File: src/rtl/keen_register_file_scoreboard.sv
// keen_register_file_scoreboard: multi-port register file with registered reads and a busy scoreboard.
// Define KEEN_REGISTER_FILE_BYPASS_EN to forward same-edge writes and busy updates to reads.
module keen_register_file_scoreboard #(
  parameter int REGISTERS = 32,
  parameter int WORD_SIZE = 32,
  parameter int READS = 2,
  parameter int WRITES = 1,
  localparam int ADDRESS_SIZE = $clog2(REGISTERS)
) (
  input  logic                           clk,
  input  logic                           reset_n,
  input  logic [READS*ADDRESS_SIZE-1:0]  read_addresses,
  input  logic [READS-1:0]               read_enables,
  output logic [READS*WORD_SIZE-1:0]     read_data,
  output logic [READS-1:0]               read_busy,
  input  logic [WRITES*ADDRESS_SIZE-1:0] write_addresses,
  input  logic [WRITES*WORD_SIZE-1:0]    write_data,
  input  logic [WRITES-1:0]              write_enables,
  input  logic [ADDRESS_SIZE-1:0]        reserve_address,
  input  logic                           reserve_enable,
  output logic [REGISTERS-1:0]           busy
);
  logic [WORD_SIZE-1:0] regs_q [REGISTERS];
  logic [WORD_SIZE-1:0] regs_d [REGISTERS];
  logic [REGISTERS-1:0] busy_q, busy_d;
  logic [READS*WORD_SIZE-1:0] rdata_q, rdata_d;
  logic [READS-1:0] rbusy_q, rbusy_d;

  // r0 and addresses beyond the last register are inert; r0 storage stays constant zero
  function automatic logic live(input logic [ADDRESS_SIZE-1:0] a);
    return a != '0 && int'(a) < REGISTERS;
  endfunction

  always_comb begin
    logic [ADDRESS_SIZE-1:0] a;
    a = '0;
    regs_d = regs_q;
    busy_d = busy_q;
    for (int j = 0; j < WRITES; j++) begin
      a = write_addresses[j*ADDRESS_SIZE +: ADDRESS_SIZE];
      if (write_enables[j] && live(a)) begin
        regs_d[a] = write_data[j*WORD_SIZE +: WORD_SIZE];
        busy_d[a] = 1'b0;
      end
    end
    if (reserve_enable && live(reserve_address)) busy_d[reserve_address] = 1'b1;
  end

  always_comb begin
    logic [ADDRESS_SIZE-1:0] a;
    a = '0;
    rdata_d = rdata_q;
    rbusy_d = rbusy_q;
    for (int i = 0; i < READS; i++) begin
      a = read_addresses[i*ADDRESS_SIZE +: ADDRESS_SIZE];
      if (read_enables[i]) begin
`ifdef KEEN_REGISTER_FILE_BYPASS_EN
        rdata_d[i*WORD_SIZE +: WORD_SIZE] = live(a) ? regs_d[a] : '0;
        rbusy_d[i] = live(a) && busy_d[a];
`else
        rdata_d[i*WORD_SIZE +: WORD_SIZE] = live(a) ? regs_q[a] : '0;
        rbusy_d[i] = live(a) && busy_q[a];
`endif
      end
    end
  end

  always_ff @(posedge clk or negedge reset_n) begin
    if (!reset_n) begin
      regs_q  <= '{default: '0};
      busy_q  <= '0;
      rdata_q <= '0;
      rbusy_q <= '0;
    end else begin
      regs_q  <= regs_d;
      busy_q  <= busy_d;
      rdata_q <= rdata_d;
      rbusy_q <= rbusy_d;
    end
  end

  assign read_data = rdata_q;
  assign read_busy = rbusy_q;
  assign busy      = busy_q;
endmodule

File: config.mk
export PLATFORM = sky130hd
export DESIGN_NAME = keen_register_file_scoreboard
export DESIGN_NICKNAME = d
export VERILOG_FILES = /design/src/rtl/keen_register_file_scoreboard.sv
export SDC_FILE = /design/constraint.sdc
export NUM_CORES = 2
export LEC_CHECK = 0
export CAP_MARGIN = 20
export CORE_ASPECT_RATIO = 0.7
export CORE_UTILIZATION = 61
export DETAILED_ROUTE_END_ITERATION = 16
export GPL_TIMING_DRIVEN = 0
export PLACE_DENSITY_LB_ADDON = 0.15
export SLEW_MARGIN = 40
export SYNTH_ARGS = -nofsm -noshare
export SYNTH_HDL_FRONTEND = slang
export SYNTH_SLANG_ARGS = --single-unit
File: constraint.sdc
create_clock -name clk -period 2.1 [get_ports clk]
set_input_delay 0.42 -clock clk [delete_from_list [all_inputs] [get_ports clk]]
set_output_delay 0.42 -clock clk [all_outputs]
set_load 0.1 [all_outputs]
# After elaboration in Yosys (flattened, before gate mapping)
# Index checks and enable logic that the tools add are counted.
dict set report op_classes {
  bitwise_logic 6
  muxes 21
  n_lt_le_gt_ge 10
  reduce_logical 11
}
# operator count
set op_table {}
lappend op_table {{$bwmux 1024} 1}
lappend op_table {{$bmux 32 s5} 2}
lappend op_table {{$mux 32} 9}
lappend op_table {{$demux 32 s5} 1}
lappend op_table {{$and 32x32->32} 1}
lappend op_table {{$not 32->32} 1}
lappend op_table {{$or 32x32->32} 1}
lappend op_table {{$lt 5x6->1 const B} 4}
lappend op_table {{$reduce_bool 5->1} 4}
lappend op_table {{$ge 6x6->1 const B} 3}
lappend op_table {{$not 5->6} 3}
lappend op_table {{$bmux 1 s5} 2}
lappend op_table {{$demux 1 s5} 2}
lappend op_table {{$ge 5x1->1 const B} 2}
lappend op_table {{$logic_and 1x1->1} 7}
lappend op_table {{$lt 6x1->1 const B} 1}
lappend op_table {{$mux 1} 4}
dict set report word_totals {
  register_bits 1122
  in_bits 58
}

# Logic depth before layout (Yosys ltp)
dict set report depth {
  depth_word 9
  ltp_mapped 10
  depth_no_buf 5
}

# Worst setup path after synthesis
# Ideal clock, no wire load.
dict set report synth_timing {
  path_kind {input port to flip-flop}
  startpoint {input port read_addresses[5]}
  endpoint {register rdata_q[32] (netlist: read_data[32])}
  path_slack_ns -0.129
  required_ns 1.976
  cell_stages 7
  t_arrival_ns 2.105
  path_cell_list {buf_2 > buf_2 > buf_2 > mux4_2 > nand3_1 > nand4_1 > a211o_1}
}
dict set report synth_between {
  elab_chain_len 5
  word_cells_on_any_way 6
  classes_between {mux: 4; bitwise: 1; reduce/logical: 1}
}
# item line_no
set synth_lines {}
lappend synth_lines {{from (decl)} 12} ;# input logic [READS*ADDRESS_SIZE-1:0] read_addresses,
lappend synth_lines {{$not 5->6 (not written as such)} 61} ;# rdata_d[i*WORD_SIZE +: WORD_SIZE] = live(a) ? regs_q[a] : '0;
lappend synth_lines {{$bmux 32 s5} 61}
lappend synth_lines {{$mux 32 (not written as such) (2 in a row)} 61}
lappend synth_lines {{$mux 32 *} 61}
lappend synth_lines {{to (signal assigned)} 77} ;# rdata_q <= rdata_d;
lappend synth_lines {{to (decl)} 26} ;# logic [READS*WORD_SIZE-1:0] rdata_q, rdata_d;
# Mark *: on every way between the ends. The rest lies on a longest branch, timed or not. The select of a mux whose other input is x is not followed.
# A chain may end at the register's enable or synchronous reset.

# Worst setup path after layout
dict set report layout_timing {
  startpoint {input port read_addresses[4]}
  endpoint {register rdata_q[1] (netlist: read_data[1])}
}
# Same word-level chain as after synthesis.

==> run summary <==
Counting distinct cell types in the post-synthesis netlist gives 56. The largest vdd supply drop came out at roughly 0.0008 V. Measured against its own limit, the worst slew margin works out to 0.317. In this run the power density over the cells is a little over 1000 nW/um^2. The number of primary I/O pins came out at approximately 160. The total routing usage reported by global routing came out at 0.513. For this run, the register share of the synthesized area comes to 0.474. The count of final setup violators came out at between 150 and 200. The final worst slack is -0.146 ns. The placed instance count is 5,601. The worst setup path is launched from an input pin. In this run the worst hold path is classified as input pin to asynchronous set/reset pin. From bottom edge to top edge, the die measures approximately 260 um.

The number of enable flip-flop cells after synthesis came out at 0. The number of hold violations in the final report is 0. For this run, the top clock speed supported by timing is around 450 MHz. The post-synthesis instance total is between 4,000 and 5,000. TritonCTS created 108 clock buffers. The total overflow left after global routing is 0. The cell sitting at the root of the clock tree is a sky130_fd_sc_hd__clkbuf_16. The detailed router placed ~45,000 vias in this run. The post-placement setup slack is -2.45 ns. STA puts the critical path data arrival time at 2.86 ns.

For this run, the detailed router's first-pass iteration total came to 7. The library cell with the largest summed area after synthesis is sky130_fd_sc_hd__dfrtp_1. The final clock period utilization by the worst path is 1.07. The prevailing post-synth register cell is sky130_fd_sc_hd__dfrtp_1. The number of routed nets with antenna violations came out at 0. For this configuration, the core starts out at a cell density of 0.617. The placed wire-length estimate after detailed placement is ~180,000 um. The minimum clock period is roughly 2.2 ns. Of the cells placed in the final design, the portion with a size suffix greater than 1 is 0.494. The cell area after layout is ~69,000 um^2. For this run, the slowest stage of the critical path takes approximately 0.67 ns.

The net count after synthesis is about 4,200. The tool flagged a number of max-cap violations equal to 0. The slew at the pin closest to its max-slew limit came out at just over 1 ns. The critical path goes through clkdlybuf4s50_1 -> and2_1 -> clkbuf_1 -> buf_2 -> a211o_2 -> a21oi_1. The number of antenna violations at the first check in global routing came out at 16. The total wirelength of the detailed-routed design is between 200,000 and 300,000 um. The clock-pin slew on the worst setup and hold paths came out at ~0.060 ns. The non-filler instance count after layout came out at slightly below 6,000.

The floorplan step defined a die boundary enclosing a little under 100,000 um^2. Together, buffers and inverters on the worst path number 3. The placeable core region came out at about 96,000 um^2.

For this design, the slowest cell found on the critical path is sky130_fd_sc_hd__clkdlybuf4s50_1. The later-pin clock latency in the skew report is between 0.7 and 0.8 ns. The data required time of the worst path came out at about 2.7 ns. The horizontal extent of the die came out at approximately 370 um. The fraction of registers with async set or reset after synthesis came out at 1.00.

The via count of the first global-routing pass was 43,500. Row generation in the floorplan step produced 95 rows. After detailed routing, the average wire length per cell comes to between 40 and 50 um.

The CTS tree is yes. The total design power came out at ~70,000 uW. The worst setup path is of the input pin to flop kind. In this run the worst path has a maximum fanout of 10. The register bit total from synthesis is ~1,100. The count of buffers added on input and output ports is 150. The H-tree generated during clock tree synthesis spans 3 levels.

The cell area after placement came out at approximately 63,000 um^2. The kind of capture point of the worst setup path is a flop. The run finished, with violations left. The area growth from synthesis to layout is 15.7%. Setup repair after global routing could not meet its margin everywhere. By area the synthesized netlist is led by sky130_fd_sc_hd__dfrtp_1 (47%), sky130_fd_sc_hd__mux2_2 (20%), sky130_fd_sc_hd__mux4_2 (16%). The number of warnings printed during yosys synthesis came out at 0.

The mean cell area of the mapped netlist is roughly 14 um^2. The maximum clock skew at final layout is between 0.02 and 0.025 ns. The number of clock sinks seen by CTS came out at about 1,100. The top cell type's share of synthesized area came out at 0.474. The detailed router finished its first iteration with about 7,500 violations.

The summed instance area of the synthesized netlist is just under 60,000 um^2. The final weighted congestion of routability-driven global placement is 1.03. In the routed layout, each cell is associated on average with a via count of 7.74. The detailed-route DRC error count is 0. The maximum number of pins on one net before global-route repair is ~110. The final reports fail on negative setup slack. The top cell family by delay on the critical path is buffers and inverters.

The first global-routing pass estimated between 300,000 and 400,000 um of wire. The final-stage net count came out at approximately 4,500. The number of max-slew violations in the final report came out at 0. The maximum clock path buffer count is 3.

Summed over all cells, the static leakage comes to 0.0300 uW.
-- report_power, final --
group	switching [uW]	internal, uW
combinational	10100	8080
clock	9250	12500
sequential	3810	25700
total	23100	46300
-- layout by cell type (no fill, tap or decap), types with 20 or more instances in the layout --
master,count
sky130_fd_sc_hd__a2111oi_0,22
sky130_fd_sc_hd__a21oi_1,75
sky130_fd_sc_hd__a22oi_1,31
sky130_fd_sc_hd__a31oi_1,28
sky130_fd_sc_hd__buf_16,22
sky130_fd_sc_hd__buf_2,139
sky130_fd_sc_hd__buf_4,110
sky130_fd_sc_hd__buf_6,40
sky130_fd_sc_hd__clkbuf_1,157
sky130_fd_sc_hd__clkbuf_16,118
sky130_fd_sc_hd__clkbuf_2,58
sky130_fd_sc_hd__clkbuf_4,42
sky130_fd_sc_hd__clkbuf_8,40
sky130_fd_sc_hd__clkdlybuf4s50_1,42
sky130_fd_sc_hd__clkinv_2,22
sky130_fd_sc_hd__dfrtp_1,1105
sky130_fd_sc_hd__diode_2,20
sky130_fd_sc_hd__inv_1,20
sky130_fd_sc_hd__mux2_2,1059
sky130_fd_sc_hd__mux2i_1,261
sky130_fd_sc_hd__mux4_2,422
sky130_fd_sc_hd__nand2_1,63
sky130_fd_sc_hd__nand2b_1,43
sky130_fd_sc_hd__nor2_1,74
sky130_fd_sc_hd__nor2b_1,52
sky130_fd_sc_hd__o211ai_1,23
sky130_fd_sc_hd__o21ai_0,54
sky130_fd_sc_hd__o22ai_1,92
-- routing by layer --
layer | track usage | part of all wire | vias to the layer above
li1 | - | - | 16600
met1 | 0.673 | 0.36 | 23500
met2 | 0.634 | 0.38 | 4143
met3 | 0.340 | 0.19 | 968
met4 | 0.255 | 0.065 | 24
met5 | 0.0750 | 0.0056 | -
-- final timing paths --
check	startpoint	end	cells after the start	slack [ns]
min in group clk	write_addresses[0]	busy[31]	4	0.24
min	reset_n	regs_q[1015]	2	0.19
max reg2reg	regs_q[1005]	read_data[45]	5	0.01
max	read_addresses[4]	read_data[1]	6	-0.15
max in group asynchronous	reset_n	regs_q[326]	5	0.31
min reg2reg	regs_q[1012]	regs_q[1012]	1	0.49
-- cells in the mapped netlist, drive strengths merged, types with 3 or more instances --
cell	count
dfrtp	1122
mux2	1059
mux4	422
mux2i	266
clkbuf	254
buf	198
o22ai	95
nor2	89
a21oi	86
nand2	69
nor2b	59
o21ai	55
nand2b	44
a2111oi	40
a211o	38
a22oi	31
a31oi	28
o211ai	23
a211oi	21
inv	21
nor3b	18
nand3	16
o22a	13
a22o	11
o2111ai	10
and2	9
nor3	9
and3	6
nand4	6
o221ai	6
nor4	5
a221oi	4
nor4b	4
o21bai	4
a32o	3
nand4b	3
o311ai	3
o31a	3
o31ai	3
-- registers in the layout, indices dropped and copies added (netlist names) --
register,flops
read_data,64
regs_q,1024
read_busy,2
busy,32
-- per-stage QoR --
stage           util  TNS (ns)  hold WS, ns
2_1_floorplan      -     -1.04        0.124
3_3_place_gp   0.649         -        0.464
3_5_place_dp   0.653  -1109.66        0.300
4_1_cts        0.708    -0.522        0.193
5_1_grt        0.713    -0.124        0.212
6_report       0.713     -5.68        0.190
-- cell families (layout without fill, tap and decap cells) --
logic type / count (synthesis) / count (layout) / share of synthesized area
other: 0 / 20 / 0
flip-flops: 1122 / 1122 / 0.474
buffers and inverters: 473 / 871 / 0.0347
AND/OR/NAND/NOR: 344 / 344 / 0.0302
multiplexers: 1747 / 1747 / 0.406
AO/OA/AOI/OAI: 479 / 479 / 0.0551
-- layout make-up --
| type | count | area (um^2) |
|---|---|---|
| timing repair buffer | 195 | 1940 |
| buffer | 450 | 3040 |
| antenna | 20 | 50.0 |
| tap | 1261 | 1580 |
| multi-input combinational | 2570 | 29900 |
| fill | 6601 | 27600 |
| inverter | 21 | 78.8 |
| clock inverter | 49 | 673 |
| sequential | 1122 | 28100 |
| clock buffer | 156 | 3220 |
-- timing repair --
item                                    CTS  global route
pin swaps                                12             6
hold buffers                              1             0
gates resized for setup                 415           130
endpoints found under the hold margin   242             0
buffers inserted                         14             2
cloned                                    0             3
endpoints found under the setup margin  946           497
(Power assumes the default switching activity.)
